### src/rtl/sig_framer_pkg.sv
// Shared definitions for the sig_framer slice: write-FSM states, frame length
// derivation and the test-pattern LFSR constants.
package sig_framer_pkg;

    typedef enum logic [1:0] {
        ST_IDLE = 2'd0,
        ST_FILL = 2'd1,
        ST_DROP = 2'd2
    } wr_state_e;

    // x^32+x^22+x^2+x+1 with the newest bit shifted in at bit 0: the
    // x^22, x^2, x^1 and x^0 terms of the recurrence sit at bits 9, 29, 30, 31.
    localparam logic [31:0] LFSR_TAPS = 32'hE000_0200;
    localparam logic [31:0] LFSR_SEED = 32'h0000_0001;

    function automatic int frame_len(input int loop0, input int loop1);
        return loop0 * loop1;
    endfunction

    function automatic logic [31:0] lfsr_step(input logic [31:0] s);
        return {s[30:0], ^(s & LFSR_TAPS)};
    endfunction

endpackage

### src/rtl/sig_framer_fifo.sv
// Synchronous FIFO of {first,last,qdata,idata}; exposes the head as it will be
// after this cycle's push/pop so the parent can register it directly.
module sig_framer_fifo #(
    parameter int WIDTH = 32,
    parameter int DEPTH = 16
) (
    input  logic                   sig_clock,
    input  logic                   reset,
    input  logic                   push_i,
    input  logic                   push_first_i,
    input  logic                   push_last_i,
    input  logic [WIDTH-1:0]       push_idata_i,
    input  logic [WIDTH-1:0]       push_qdata_i,
    input  logic                   pop_i,
    input  logic                   retag_i,
    output logic [$clog2(DEPTH):0] level_o,
    output logic                   newest_last_o,
    output logic                   nxt_valid_o,
    output logic                   nxt_first_o,
    output logic                   nxt_last_o,
    output logic [WIDTH-1:0]       nxt_idata_o,
    output logic [WIDTH-1:0]       nxt_qdata_o
);
    localparam int AW = $clog2(DEPTH);
    localparam int LW = AW + 1;

    logic [WIDTH-1:0] mem_i_q [DEPTH];
    logic [WIDTH-1:0] mem_q_q [DEPTH];
    logic [DEPTH-1:0] mem_first_q;
    logic [DEPTH-1:0] mem_last_q;
    logic [AW-1:0]    wr_ptr_q, rd_ptr_q, newest, rd_d;
    logic [LW-1:0]    level_q, remain, level_d;

    always_comb begin
        newest      = wr_ptr_q - AW'(1);
        rd_d        = rd_ptr_q + AW'(pop_i);
        remain      = level_q - LW'(pop_i);
        level_d     = remain + LW'(push_i);
        nxt_valid_o = (level_d != '0);
        if (remain != '0) begin
            // a retag landing on the next head must be visible in the same cycle
            nxt_first_o = mem_first_q[rd_d];
            nxt_last_o  = mem_last_q[rd_d] | (retag_i && (rd_d == newest));
            nxt_idata_o = mem_i_q[rd_d];
            nxt_qdata_o = mem_q_q[rd_d];
        end else begin
            nxt_first_o = push_first_i;
            nxt_last_o  = push_last_i;
            nxt_idata_o = push_idata_i;
            nxt_qdata_o = push_qdata_i;
        end
    end

    always_ff @(posedge sig_clock) begin
        if (reset) begin
            wr_ptr_q <= '0;
            rd_ptr_q <= '0;
            level_q  <= '0;
        end else begin
            if (push_i) wr_ptr_q <= wr_ptr_q + AW'(1);
            rd_ptr_q <= rd_d;
            level_q  <= level_d;
        end
    end

    always_ff @(posedge sig_clock) begin
        if (push_i) begin
            mem_i_q[wr_ptr_q]     <= push_idata_i;
            mem_q_q[wr_ptr_q]     <= push_qdata_i;
            mem_first_q[wr_ptr_q] <= push_first_i;
            mem_last_q[wr_ptr_q]  <= push_last_i;
        end
        if (retag_i) mem_last_q[newest] <= 1'b1;
    end

    assign level_o       = level_q;
    assign newest_last_o = mem_last_q[newest];

endmodule

### src/rtl/sig_framer.sv
// Framed I/Q sample source: write FSM tags first/last every LOOP0*LOOP1 samples,
// FIFO buffers, registered AXI-S output. SIG_FRAMER_PRBS_EN adds an LFSR test source.
module sig_framer
    import sig_framer_pkg::*;
#(
    parameter int WIDTH = 32,
    parameter int LOOP0 = 3,
    parameter int LOOP1 = 5,
    parameter int DEPTH = 16,
    parameter int FBITS = 16
) (
    input  logic                   sig_clock,
    input  logic                   reset,
    input  logic                   enable_i,
    input  logic                   raw_valid_i,
    input  logic [WIDTH-1:0]       raw_idata_i,
    input  logic [WIDTH-1:0]       raw_qdata_i,
    output logic                   sig_valid_o,
    input  logic                   sig_ready_i,
    output logic                   sig_first_o,
    output logic                   sig_last_o,
    output logic [WIDTH-1:0]       sig_idata_o,
    output logic [WIDTH-1:0]       sig_qdata_o,
    output logic                   overflow_o,
    input  logic                   clear_i,
`ifdef SIG_FRAMER_PRBS_EN
    input  logic                   test_i,
`endif
    output logic [FBITS-1:0]       frames_o,
    output logic [$clog2(DEPTH):0] level_o
);
    localparam int COUNT = frame_len(LOOP0, LOOP1);
    localparam int CW    = (COUNT > 1) ? $clog2(COUNT) : 1;
    localparam int LW    = $clog2(DEPTH) + 1;
    localparam logic [CW-1:0] CNT_LAST = CW'(COUNT - 1);

    wr_state_e        state_q;
    logic [CW-1:0]    count_q;
    logic             overflow_q;
    logic [FBITS-1:0] frames_q;
    logic             sig_valid_q, sig_first_q, sig_last_q;
    logic [WIDTH-1:0] sig_idata_q, sig_qdata_q;

    logic [WIDTH-1:0] in_idata, in_qdata;
    logic [LW-1:0]    fifo_level;
    logic             newest_last, nxt_valid, nxt_first, nxt_last;
    logic [WIDTH-1:0] nxt_idata, nxt_qdata;
    logic             full, wrap, take, push, ovf, retag, pop;

`ifdef SIG_FRAMER_PRBS_EN
    logic [31:0] lfsr_q;

    // advances on every strobe, dropped or ignored, so the pattern tracks the front end
    always_ff @(posedge sig_clock) begin
        if (reset)            lfsr_q <= LFSR_SEED;
        else if (raw_valid_i) lfsr_q <= lfsr_step(lfsr_q);
    end

    assign in_idata = test_i ? lfsr_q[WIDTH-1:0]  : raw_idata_i;
    assign in_qdata = test_i ? ~lfsr_q[WIDTH-1:0] : raw_qdata_i;
`else
    assign in_idata = raw_idata_i;
    assign in_qdata = raw_qdata_i;
`endif

    always_comb begin
        full  = (fifo_level == LW'(DEPTH));
        wrap  = (count_q == CNT_LAST);
        take  = raw_valid_i && ((state_q != ST_IDLE) || enable_i);
        push  = take && (state_q != ST_DROP) && !full;
        ovf   = take && (state_q != ST_DROP) && full;
        retag = ovf && !newest_last;
        pop   = sig_valid_q && sig_ready_i;
    end

    sig_framer_fifo #(
        .WIDTH (WIDTH),
        .DEPTH (DEPTH)
    ) u_fifo (
        .sig_clock     (sig_clock),
        .reset         (reset),
        .push_i        (push),
        .push_first_i  (count_q == '0),
        .push_last_i   (wrap),
        .push_idata_i  (in_idata),
        .push_qdata_i  (in_qdata),
        .pop_i         (pop),
        .retag_i       (retag),
        .level_o       (fifo_level),
        .newest_last_o (newest_last),
        .nxt_valid_o   (nxt_valid),
        .nxt_first_o   (nxt_first),
        .nxt_last_o    (nxt_last),
        .nxt_idata_o   (nxt_idata),
        .nxt_qdata_o   (nxt_qdata)
    );

    always_ff @(posedge sig_clock) begin
        if (reset) begin
            state_q     <= ST_IDLE;
            count_q     <= '0;
            overflow_q  <= 1'b0;
            frames_q    <= '0;
            sig_valid_q <= 1'b0;
            sig_first_q <= 1'b0;
            sig_last_q  <= 1'b0;
            sig_idata_q <= '0;
            sig_qdata_q <= '0;
        end else begin
            if (take) begin
                count_q <= wrap ? '0 : count_q + CW'(1);
                case (state_q)
                    ST_DROP: if (wrap) state_q <= ST_IDLE;
                    default: begin
                        // a drop on the frame's final slot has nothing left to discard
                        if (full)                  state_q <= wrap ? ST_IDLE : ST_DROP;
                        else if (wrap && !enable_i) state_q <= ST_IDLE;
                        else                       state_q <= ST_FILL;
                    end
                endcase
            end
            if (ovf)          overflow_q <= 1'b1;
            else if (clear_i) overflow_q <= 1'b0;
            if (pop && sig_last_q) frames_q <= frames_q + FBITS'(1);
            sig_valid_q <= nxt_valid;
            sig_first_q <= nxt_first;
            sig_last_q  <= nxt_last;
            sig_idata_q <= nxt_idata;
            sig_qdata_q <= nxt_qdata;
        end
    end

    assign sig_valid_o = sig_valid_q;
    assign sig_first_o = sig_first_q;
    assign sig_last_o  = sig_last_q;
    assign sig_idata_o = sig_idata_q;
    assign sig_qdata_o = sig_qdata_q;
    assign overflow_o  = overflow_q;
    assign frames_o    = frames_q;
    assign level_o     = fifo_level;

endmodule

### config.mk
export PLATFORM = sky130hd
export DESIGN_NAME = sig_framer
export DESIGN_NICKNAME = d
export VERILOG_FILES = /design/src/rtl/sig_framer_pkg.sv /design/src/rtl/sig_framer_fifo.sv /design/src/rtl/sig_framer.sv
export SDC_FILE = /design/constraint.sdc
export NUM_CORES = 1
export LEC_CHECK = 0
export ABC_CLOCK_PERIOD_IN_PS = 22500
export CAP_MARGIN = 40
export CORE_MARGIN = 1
export CORE_UTILIZATION = 35
export CTS_BUF_LIST = sky130_fd_sc_hd__clkbuf_8
export DETAILED_ROUTE_END_ITERATION = 8
export DONT_BUFFER_PORTS = 1
export GPL_TIMING_DRIVEN = 0
export PLACE_DENSITY_LB_ADDON = 0.12
export SLEW_MARGIN = 10
export SYNTH_ARGS = -nofsm -noshare
export SYNTH_HDL_FRONTEND = slang
export SYNTH_SLANG_ARGS = --single-unit
### constraint.sdc
create_clock -name sig_clock -period 22.5 [get_ports sig_clock]
set_input_delay 4.5 -clock sig_clock [delete_from_list [all_inputs] [get_ports sig_clock]]
set_output_delay 4.5 -clock sig_clock [all_outputs]
set_load 0.01 [all_outputs]
== Word level (Yosys, flattened, before mapping) ==
Memories as Yosys holds them, arrays and structs flattened.
Index checks and enable logic that the tools add are counted.

* Flip-flop bits (word level): 135
* Latch bits: 0
* RAM bits: 1024
* Memory bits (read-only): 0
* Input port bits: 70
* Word-level logic and storage cells: 85
* Memories: 2

{| class="wikitable"
|+ Memories
! memory !! depth !! bits a word !! read ports !! clocked after memory_dff !! write ports !! line !! source
|-
| u_fifo.mem_i_q || 16 || 32 || 1 || 0 || 1 || sig_framer_fifo.sv:27 || <nowiki>logic [WIDTH-1:0] mem_i_q [DEPTH];</nowiki>
|-
| u_fifo.mem_q_q || 16 || 32 || 1 || 0 || 1 || sig_framer_fifo.sv:28 || <nowiki>logic [WIDTH-1:0] mem_q_q [DEPTH];</nowiki>
|}

* $add $sub $neg: 7
* Multiply operators: 0
* Divide/modulo/power cells: 0
* Order comparisons: 5
* Equal/unequal tests: 6
* Shift operators: 0
* Mux-type cells: 28
* Bitwise gates (word level): 2
* Reduce and logical (&&, ||, !) cells: 21

{| class="wikitable"
|+ Operators by type and width
! kind !! count
|-
| two-way mux 32 bit || 2
|-
| bitwise mux 16 bit || 2
|-
| two-way mux 16 bit || 2
|-
| adder 16 x 1 -> 16 bit, second input constant || 1
|-
| bitwise OR 16 bit || 1
|-
| < comparator 4 x 5 -> 1 bit, second input constant || 3
|-
| binary-select mux 1 bit (select 4 bit) || 3
|-
| two-way mux 1 bit || 12
|-
| logical AND 1 bit || 11
|-
| nonzero test 5 bit || 2
|-
| adder 4 x 1 -> 4 bit, second input constant || 2
|-
| demux 1 bit (select 4 bit) || 2
|-
| greater-or-equal comparator 4 x 1 -> 1 bit, second input constant || 2
|-
| two-way mux 2 bit || 4
|-
| adder 5 x 1 -> 5 bit || 1
|-
| equality test 5 bit, second input constant || 1
|-
| subtractor 5 x 1 -> 5 bit || 1
|-
| adder 4 x 1 -> 4 bit || 1
|-
| equality test 4 bit || 1
|-
| equality test 4 bit, second input constant || 1
|-
| logical NOT 4 bit || 1
|-
| two-way mux 4 bit || 1
|-
| nonzero test 2 bit || 2
|-
| subtractor 4 x 1 -> 4 bit, second input constant || 1
|-
| other kinds (7) || 9
|}

== Depth between registers and ports, before layout ==
Gate-level depths: netlist of run 1.

* Depth in word-level cells: 9
* Mapped depth: 11

== By module ==
Synthesis of run 1 repeated with hierarchy kept, for this count alone.

* Cells, all modules: 2464
* Area, all modules: 45148.3 um2

{| class="wikitable"
|+ By module, submodules not included
! module !! instances !! cells each !! area each (um2)
|-
| sig_framer_fifo || 1 || 2195 || 42261.8
|-
| sig_framer || 1 || 269 || 2886.5
|}

== Worst setup path after synthesis of run 1 ==
OpenSTA, ideal clock, no wires.

* Kind: input-to-reg
* Start: in enable_i
* End: reg u_fifo.mem_last_q[7]
* Setup time: 101 ps
* Arrival time: 11917 ps
* Data required time: 22399 ps
* Setup slack: 10482 ps
* Stages on the path: 5
* Cells stage by stage: nor2b_1 -> o21ai_1 -> nor4_1 -> a22oi_1 -> o21ai_1

* Cells in the longest elaborated chain, start to end: 7
* Elaborated cells between the ends (all ways): 9
* Those cells by class: mux (2); bitwise (1); reduce/logical (6)

{| class="wikitable"
|+ RTL lines
! item !! line !! source
|-
| start, declared || sig_framer.sv:14 || <nowiki>input logic enable_i,</nowiki>
|-
| logical OR 1 bit (*) || sig_framer.sv:69 || <nowiki>take = raw_valid_i && ((state_q != ST_IDLE) || enable_i);</nowiki>
|-
| logical AND 1 bit (*) || sig_framer.sv:69 ||
|-
| logical AND 1 bit (*) || sig_framer.sv:70, sig_framer.sv:71 ||
|-
| logical AND 1 bit || sig_framer.sv:70 || <nowiki>push = take && (state_q != ST_DROP) && !full;</nowiki>
|-
| two-way mux 16 bit || sig_framer_fifo.sv:67 || <nowiki>if (push_i) begin</nowiki>
|-
| bitwise OR 16 bit (no source line) || -- ||
|-
| two-way mux 16 bit (*) || sig_framer_fifo.sv:73 || <nowiki>if (retag_i) mem_last_q[newest] <= 1'b1;</nowiki>
|-
| end signal, assigned by index || sig_framer_fifo.sv:71 || <nowiki>mem_last_q[wr_ptr_q] <= push_last_i;</nowiki>
|-
| end, declared || sig_framer_fifo.sv:30 || <nowiki>logic [DEPTH-1:0] mem_last_q;</nowiki>
|}

Every way passes the cells marked *; elsewhere a longest branch is shown, timed or not.
A chain may end at the register's enable or synchronous reset.

== Worst setup path after layout of run 1 ==
* Start: in sig_ready_i
* End: reg sig_qdata_q[6], in the netlist sig_qdata_o[6]

* Cells in the longest elaborated chain, start to end: 4
* Elaborated cells between the ends (all ways): 6
* Those cells by class: add/sub (2); mux (1); reduce/logical (2); memory (1)

{| class="wikitable"
|+ RTL lines
! item !! line !! source
|-
| start, declared || sig_framer.sv:19 || <nowiki>input logic sig_ready_i,</nowiki>
|-
| logical AND 1 bit || sig_framer.sv:73 || <nowiki>pop = sig_valid_q && sig_ready_i;</nowiki>
|-
| adder 4 x 1 -> 4 bit || sig_framer_fifo.sv:36 || <nowiki>rd_d = rd_ptr_q + AW'(pop_i);</nowiki>
|-
| via u_fifo.rd_d[1] || sig_framer_fifo.sv:31 || <nowiki>logic [AW-1:0] wr_ptr_q, rd_ptr_q, newest, rd_d;</nowiki>
|-
| memory (16 x 32 bit) || -- ||
|-
| two-way mux 32 bit || sig_framer_fifo.sv:40 || <nowiki>if (remain != '0) begin</nowiki>
|-
| end signal, assigned || sig_framer.sv:129 || <nowiki>sig_qdata_q <= nxt_qdata;</nowiki>
|-
| end, declared || sig_framer.sv:42 || <nowiki>logic [WIDTH-1:0] sig_idata_q, sig_qdata_q;</nowiki>
|}

The timed path passes the listed nets, and every way through them passes these cells.

==> out/qor.yml, run 1 <==
placed_design:
  dpl.hpwl_mm: 72.4
  dpl-instance-area_um2: 47300
  gp_congestion: 0.769
  post-place-cells: 3991
  portBuffers: 0
  pre_cts_ws_ns: 14.49
critical_path:
  critical_path_class: "primary input to register"
  cp-start-kind: "primary input"
  crit_required_ns: 23.26
  cp-end-kind: "register"
  r2r_start: "u_fifo.wr_ptr_q[1]"
  crit_path_max_fanout: 10
  ff2ff_path_depth: 9
  startpoint: "sig_ready_i"
  worst-endpoint-arrival_ns: 7.71
  r2r_setup_slack_ns: 18.71
floorplanning:
  core_um2: 126000
  ios: 159
  num_rows: 130
  die_h_um: 358
  initial_utilization_pct: 35.3
  dieArea_um2: 128000
  fp.dieW_um: 358
hold_path:
  hold_depth: 2
  min_from: "u_fifo.mem_last_q[4]"
  hold_class: "register to register"
logic_synthesis:
  ys_ff_latch: 1159
  synth.top_cell.area_share_pct: 70.4
  synth_area_um2: 44400
  synth_edf_count: 1040
  synthArstFlopShare_pct: 0
  yosysWarnings: 0
  syn_avg_cell_area_um2: 19.4
  post-synth-top-count-cell: "edfxtp_1"
  postSynthCellCount: 2282
  synth_cell_types: 50
  synth_flop_cell: "edfxtp_1"
  synth_common_cells: "edfxtp_1 (1040), nand2_1 (283), mux4_2 (268), nand3_1 (143), dfxtp_1 (119)"
  yosys.area.top_type: "edfxtp_1"
  synth-seq-area-share_pct: 75.7
  synth.area.top_cells: "edfxtp_1 (70%), mux4_2 (14%), dfxtp_1 (5.4%), nand2_1 (2.4%), nand3_1 (1.6%)"
  synth_fp_nets: 2366
cts:
  tritoncts: "done"
  clkLatencyLatePin_ns: 0.88
  post-cts-setup-buffers: 0
  clockBufferDepth: 3
  cts.sink_count: 1159
  postCtsHoldBufs: 0
  clkTransAtPathRegs_ns: 0.06
  cts.repair.resized: 0
  root_buffer: "clkbuf_8"
  cts_buffers: 196
  htree_levels: 4
timing:
  worst_slack_ns: 15.54
  timing.final.crit_share_pct: 30.9
  worst_pin_slew_ns: 0.986
  setup_viol: 0
  fmax_mhz: 144
  drv_slew: 0
  finClkSkew_ns: 0.0278
  finalHoldViolCount: 0
  max_slew_margin_pct: 33.7
  min_period_ns: 6.96
  hold_slack_ns: 0.472
  rsz0062_at_grt: "false"
  final.setup.tns_ns: 0
power:
  vdd_drop_max_mv: 0.0646
  leakagePower_nw: 16.4
  finalPower_mw: 5.47
  p_per_area_nw_per_um2: 107
global_routing:
  grt_pass1_wl_mm: 169
  antenna_found_initial: 2
  grt_usage_pct: 18.5
  grt-ovfl-total: 0
  grt_max_degree: 48
  grt_pass1_vias: 24100
detailed_routing:
  viasPerCell: 5.21
  wl_mm: 118
  ant_nets: 0
  first_pass_iters: 5
  post-route-drc-count: 0
  vias: 22700
  drt-initial-drc-count: 1802
  wl_per_cell_um: 27.0
final_layout:
  fin_util_pct: 40.6
  drive_gt1_share_pct: 25.3
  fillers: 11300
  fin_cells: 4357
  area_growth_pct: 15.0
  finish.instance_area_um2: 51100
  nets: 2624
run:
  cap_viol_max_count: 0
outcome:
  status: "finished, final reports clean"
==> final cells by class <==
cell class | count | area, µm² | area share, %
clock buffer | 206 | 2840 | 5.55
antenna | 2 | 5.00 | 0.00980
timing repair buffer | 60 | 795 | 1.56
inverter | 23 | 111 | 0.218
sequential | 1159 | 33600 | 65.8
clock inverter | 157 | 883 | 1.73
tap | 1650 | 2060 | 4.04
multi-input combinational | 969 | 9980 | 19.5
buffer | 131 | 768 | 1.50
==> logic make-up after synthesis <==
kind of cell / synth area share (%)
buffers and inverters: 1.93
flip-flops: 75.7
XOR/XNOR: 0.586
AO/OA/AOI/OAI: 2.30
AND/OR/NAND/NOR: 5.31
multiplexers: 13.8
adder cells (fa/ha/maj): 0.395
==> layout by cell type, fill, tap and decap left out, drive strengths merged, types with 10 or more instances in the layout <==
cell	Yosys	routed
nor2	42	42
ha	14	14
nand2	283	283
a21oi	13	13
and3	10	10
inv	23	94
buf	98	158
xnor2	14	14
dfxtp	119	119
edfxtp	1040	1040
clkbuf	33	239
a32o	65	65
clkinv	0	72
o21ai	20	20
nor2b	10	10
nand3	144	144
mux4	268	268
xor2	14	14
==> registers in the layout, summed over array words and instances, names as in the netlist <==
register	flops
count_q	4
frames_o	16
overflow_o	1
sig_first_o	1
sig_idata_o	32
sig_last_o	1
sig_qdata_o	32
sig_valid_o	1
state_q	2
u_fifo.level_o	5
u_fifo.mem_first_q	16
u_fifo.mem_i_q	512
u_fifo.mem_last_q	16
u_fifo.mem_q_q	512
u_fifo.rd_ptr_q	4
u_fifo.wr_ptr_q	4
==> power breakdown <==
group / internal, mW / switching [mW] / leakage, nW
combinational: 0.554 / 0.626 / 3.98
clock: 0.930 / 0.858 / 2.12
sequential: 2.44 / 0.0597 / 10.3
total: 3.92 / 1.54 / 16.4
==> path summary, 6_finish.rpt <==
check | to
max reg2reg | u_fifo.mem_i_q[15][31]
min | u_fifo.mem_last_q[4]
min reg2reg | u_fifo.mem_last_q[4]
max | sig_qdata_o[6]
==> critical path, cell delays in order <==
cell and delay [ns]:
and2_1 0.23, ha_1 0.28, ha_1 0.29, buf_2 0.17
buf_2 0.46, clkbuf_1 0.74, mux4_2 0.41, nand2_1 0.09
nand3_1 0.17, a32o_1 0.34
==> routing by layer <==
layer  vias to the layer above  track usage, %  part of all wire, %
met5                         -               0                    0
met4                         0            5.19                  1.5
met3                       138            4.35                  6.1
met2                       669            30.9                   50
met1                     12100            24.2                   43
li1                       9774               -                    -
No activity file was read; power rests on OpenSTA's default activity.
==> inputs of run 2 (changes only) <==
ABC_CLOCK_PERIOD_IN_PS = 5950   (was 22500)
clock period = 5.95 ns   (was 22.5 ns; I/O delays follow)
==> out/qor.yml, run 2 (synthesis results as in run 1) <==
outcome:
  status: "finished, final reports clean"
power:
  p_int_mw: 14.9
  p_per_area_nw_per_um2: 405
  p_comb_share_pct: 21.6
  clockPowerShare_pct: 32.7
  vdd_drop_max_mv: 0.236
  finalPower_mw: 20.7
  leakagePower_nw: 16.4
  swShare_pct: 28.1
  switchingPower_mw: 5.81
  seq_power_share_pct: 45.7
floorplanning:
  core_um2: 126000
  initial_utilization_pct: 35.3
  fp.dieW_um: 358
  num_rows: 130
  dieArea_um2: 128000
  ios: 159
  die_h_um: 358
detailed_routing:
  ant_nets: 0
  first_pass_iters: 7
  post-route-drc-count: 0
  viasPerCell: 5.20
  vias: 22600
  wl_per_cell_um: 27.0
  drt-initial-drc-count: 1760
  wl_mm: 117
critical_path:
  worst-endpoint-arrival_ns: 4.35
  critical_path_class: "register to register"
  cp-end-kind: "register"
  crit_required_ns: 6.68
  crit_path_max_fanout: 10
  r2r_setup_slack_ns: 2.33
  cp-start-kind: "register"
global_routing:
  grt-ovfl-total: 0
  grt_pass1_wl_mm: 169
  grt_usage_pct: 18.5
  antenna_found_initial: 3
  grt_max_degree: 48
  grt_pass1_vias: 24100
timing:
  worst_pin_slew_ns: 0.903
  finalHoldViolCount: 0
  fmax_mhz: 276
  finClkSkew_ns: 0.0285
  max_slew_margin_pct: 39.3
  rsz0062_at_grt: "false"
  setup_viol: 0
  drv_slew: 0
  min_period_ns: 3.62
  timing.final.crit_share_pct: 60.9
cts:
  clockBufferDepth: 3
  htree_levels: 4
  cts.repair.resized: 0
  clkLatencyLatePin_ns: 0.89
  tritoncts: "done"
  root_buffer: "clkbuf_8"
  postCtsHoldBufs: 0
  clkTransAtPathRegs_ns: 0.06
  cts_buffers: 194
  cts.sink_count: 1159
  post-cts-setup-buffers: 0
final_layout:
  layout_commonest_cell: "edfxtp_1"
  layout_common_cells: "edfxtp_1 (1040), nand2_1 (283), mux4_2 (268)"
  drive_gt1_share_pct: 25.1
  fin_util_pct: 40.5
  top_regs: "u_fifo.mem_i_q (512), u_fifo.mem_q_q (512)"
  area_growth_pct: 14.9
  multiInputGateArea_um2: 9990
  nets: 2603
  fillers: 11200
  final-seq-area_um2: 33600
run:
  cap_viol_max_count: 0
placed_design:
  portBuffers: 0
  gp_congestion: 0.756
  dpl.hpwl_mm: 72.1
hold_path:
  hold_class: "primary input to register"
==> run 2: changes by cell type in the layout (fill, tap and decap cells not counted), sizes merged <==
cell,before,now
bufinv,7,4
clkinvlp,7,5
clkinv,72,53
buf,158,139
clkbuf,239,252
inv,94,104
==> run 2: critical path, stage by stage (launching register included) <==
cell	delay (ns)
dfxtp_1	0.34
and2_1	0.23
ha_1	0.25
ha_1	0.29
buf_2	0.18
buf_2	0.51
buf_1	0.74
mux4_2	0.41
nand2_1	0.08
nand3_1	0.10
a32o_1	0.34
==> run 2: final cells by class <==
cell class | instances | area share (%)
Sequential cell | 1159 | 65.9
Antenna cell | 2 | 0.00982
Tap cell | 1650 | 4.05
Inverter | 23 | 0.228
Buffer | 131 | 1.51
Clock buffer | 219 | 5.91
Multi-Input combinational cell | 969 | 19.6
Clock inverter | 143 | 1.42
Timing Repair Buffer | 41 | 1.34
==> run 2: final timing paths <==
kind | start | endpoint | depth (start not counted)
worst min register to register | u_fifo.mem_last_q[5] | u_fifo.mem_last_q[5] | 2
worst max-delay path | sig_valid_o | sig_idata_o[13] | 10
worst max register to register | sig_valid_o | sig_idata_o[13] | 10
worst min-delay path | raw_idata_i[5] | u_fifo.mem_i_q[2][5] | 0
==> run 2: layer usage <==
metal	global-route usage, %	vias to the layer above	routed length, µm
met5	0	-	0
met4	6.29	0	3030
met3	4.36	198	6840
met2	30.0	665	56400
met1	24.6	12000	50700
li1	-	9733	-
==> run 2: power groups by stage <==
stage	sequential [mW]	combinational, mW	clock (mW)
3_3_place_gp	9.63	4.55	0
4_1_cts	9.46	4.61	6.98
5_1_grt	9.48	4.82	7.33
3_5_place_dp	9.62	4.59	0
2_1_floorplan	9.58	3.21	0
6_report	9.45	4.46	6.75
==> run 2: per-stage QoR <==
step	hold WS (ns)	setup WS, ns	area (µm²)	instances	setup TNS, ns
after floorplan	0.441	0.144	44400	2282	0
after global placement	0.456	-4.90	46500	3932	-673.16
after detailed placement	0.466	1.46	47200	3973	0
after CTS	0.276	2.29	51000	4335	0
after global routing	0.317	2.19	51000	4337	0
final	0.394	2.33	51000	4337	0
==> inputs of run 3 (changes only) <==
ABC_CLOCK_PERIOD_IN_PS = 3400   (was 5950)
clock period = 3.4 ns   (was 5.95 ns; I/O delays follow)
==> out/qor.yml, run 3 (synthesis results as in run 1) <==
outcome:
  status: "finished, final reports clean"
global_routing:
  antenna_found_initial: 8
  grt-ovfl-total: 0
  grt_usage_pct: 19.0
  grt_pass1_wl_mm: 173
  grt_max_degree: 55
  grt_pass1_vias: 24500
detailed_routing:
  first_pass_iters: 5
  post-route-drc-count: 0
  ant_nets: 0
  wl_per_cell_um: 27.2
  wl_mm: 120
  viasPerCell: 5.23
  drt-initial-drc-count: 1976
  vias: 23100
floorplanning:
  initial_utilization_pct: 35.3
  ios: 159
  core_um2: 126000
  dieArea_um2: 128000
  num_rows: 130
  fp.dieW_um: 358
  die_h_um: 358
cts:
  root_buffer: "clkbuf_8"
  clkLatencyLatePin_ns: 0.91
  cts.sink_count: 1159
  cts_buffers: 196
  tritoncts: "done"
  post-cts-setup-buffers: 0
  clockBufferDepth: 3
  htree_levels: 4
  clkTransAtPathRegs_ns: 0.06
placed_design:
  portBuffers: 0
  post-place-cells: 3980
  pre_cts_ws_ns: -0.579
  dpl-instance-area_um2: 47300
  gp_congestion: 0.782
  dpl.hpwl_mm: 72.2
critical_path:
  critical_path_class: "register to register"
  crit_required_ns: 4.17
  crit_path_max_fanout: 10
  worst-endpoint-arrival_ns: 4.07
  cp-end-kind: "register"
  cp-start-kind: "register"
final_layout:
  drive_gt1_share_pct: 25.0
  nets: 2679
  fin_cells: 4406
  finish.instance_area_um2: 51700
  layout_common_cells: "edfxtp_1 (1040), nand2_1 (283), mux4_2 (268)"
  layout_commonest_cell: "edfxtp_1"
  area_growth_pct: 16.6
  top_regs: "u_fifo.mem_i_q (512), u_fifo.mem_q_q (512)"
timing:
  final.setup.tns_ns: 0
  timing.final.crit_share_pct: 96.8
  fmax_mhz: 304
  rsz0062_at_grt: "true"
  finClkSkew_ns: 0.0583
  worst_slack_ns: 0.107
  worst_pin_slew_ns: 0.922
  setup_viol: 0
  max_slew_margin_pct: 38.5
  drv_slew: 0
  min_period_ns: 3.29
  finalHoldViolCount: 0
power:
  leakagePower_nw: 16.8
  finalPower_mw: 36.3
  p_per_area_nw_per_um2: 702
  vdd_drop_max_mv: 0.360
hold_path:
  hold_class: "primary input to register"
run:
  cap_viol_max_count: 0
==> run 3: layout make-up <==
cell class                      count  area, µm²
Sequential cell                  1159      33600
Tap cell                         1650       2060
Buffer                            131        826
Timing Repair Buffer              115       1440
Clock inverter                    142        704
Multi-Input combinational cell    969      10000
Antenna cell                        3       7.51
Clock buffer                      214       2950
Fill cell                       11200      74000
Inverter                           23        114
==> run 3: report_power, final <==
part | internal (mW) | switching, mW | leakage (nW)
Combinational | 3.75 | 4.39 | 4.24
Sequential | 16.1 | 0.405 | 10.3
Clock | 6.05 | 5.59 | 2.17
Total | 26.0 | 10.4 | 16.8
==> run 3: per-layer routing <==
layer | vias up | wire [µm] | track usage, %
met5 | - | 44 | 0
met3 | 180 | 6430 | 3.98
met4 | 6 | 2390 | 5.57
met1 | 12300 | 52900 | 25.8
li1 | 9876 | - | -
met2 | 658 | 58300 | 30.9
==> run 3: path summary, 6_finish.rpt <==
| path | start | endpoint | slack, ns | cells past startpoint |
|---|---|---|---|---|
| max | sig_valid_o | sig_first_o | 0.11 | 10 |
| min reg2reg | u_fifo.mem_last_q[5] | u_fifo.mem_last_q[5] | 0.48 | 2 |
| min | raw_idata_i[13] | sig_idata_o[13] | 0.07 | 1 |
| max reg2reg | sig_valid_o | sig_first_o | 0.11 | 10 |
==> run 3: stage by stage <==
| step | util [%] | hold WS [ns] |
|---|---|---|
| floorplan | - | 0.441 |
| global placement | 37.0 | 0.456 |
| detailed placement | 37.7 | 0.470 |
| CTS | 41.1 | 0.0101 |
| global route | 41.1 | 0.0149 |
| finish | 41.1 | 0.0724 |
==> run 3: worst max-delay path: stages, from the launching register on <==
cell and delay (ns):
dfxtp_1 0.38, and2_1 0.32, ha_1 0.28, ha_1 0.33, xor2_2 0.32, buf_4 0.24
buf_4 0.32, buf_2 0.39, nand2_1 0.11, nand3_1 0.11, a32o_1 0.37
==> run 3: repair_timing <==
action / in CTS / in global routing
gates cloned: 0 / 0
endpoints found under the hold margin: 1085 / 0
setup endpoints to repair: 63 / 32
gates resized for setup: 17 / 13
hold buffers: 67 / 0
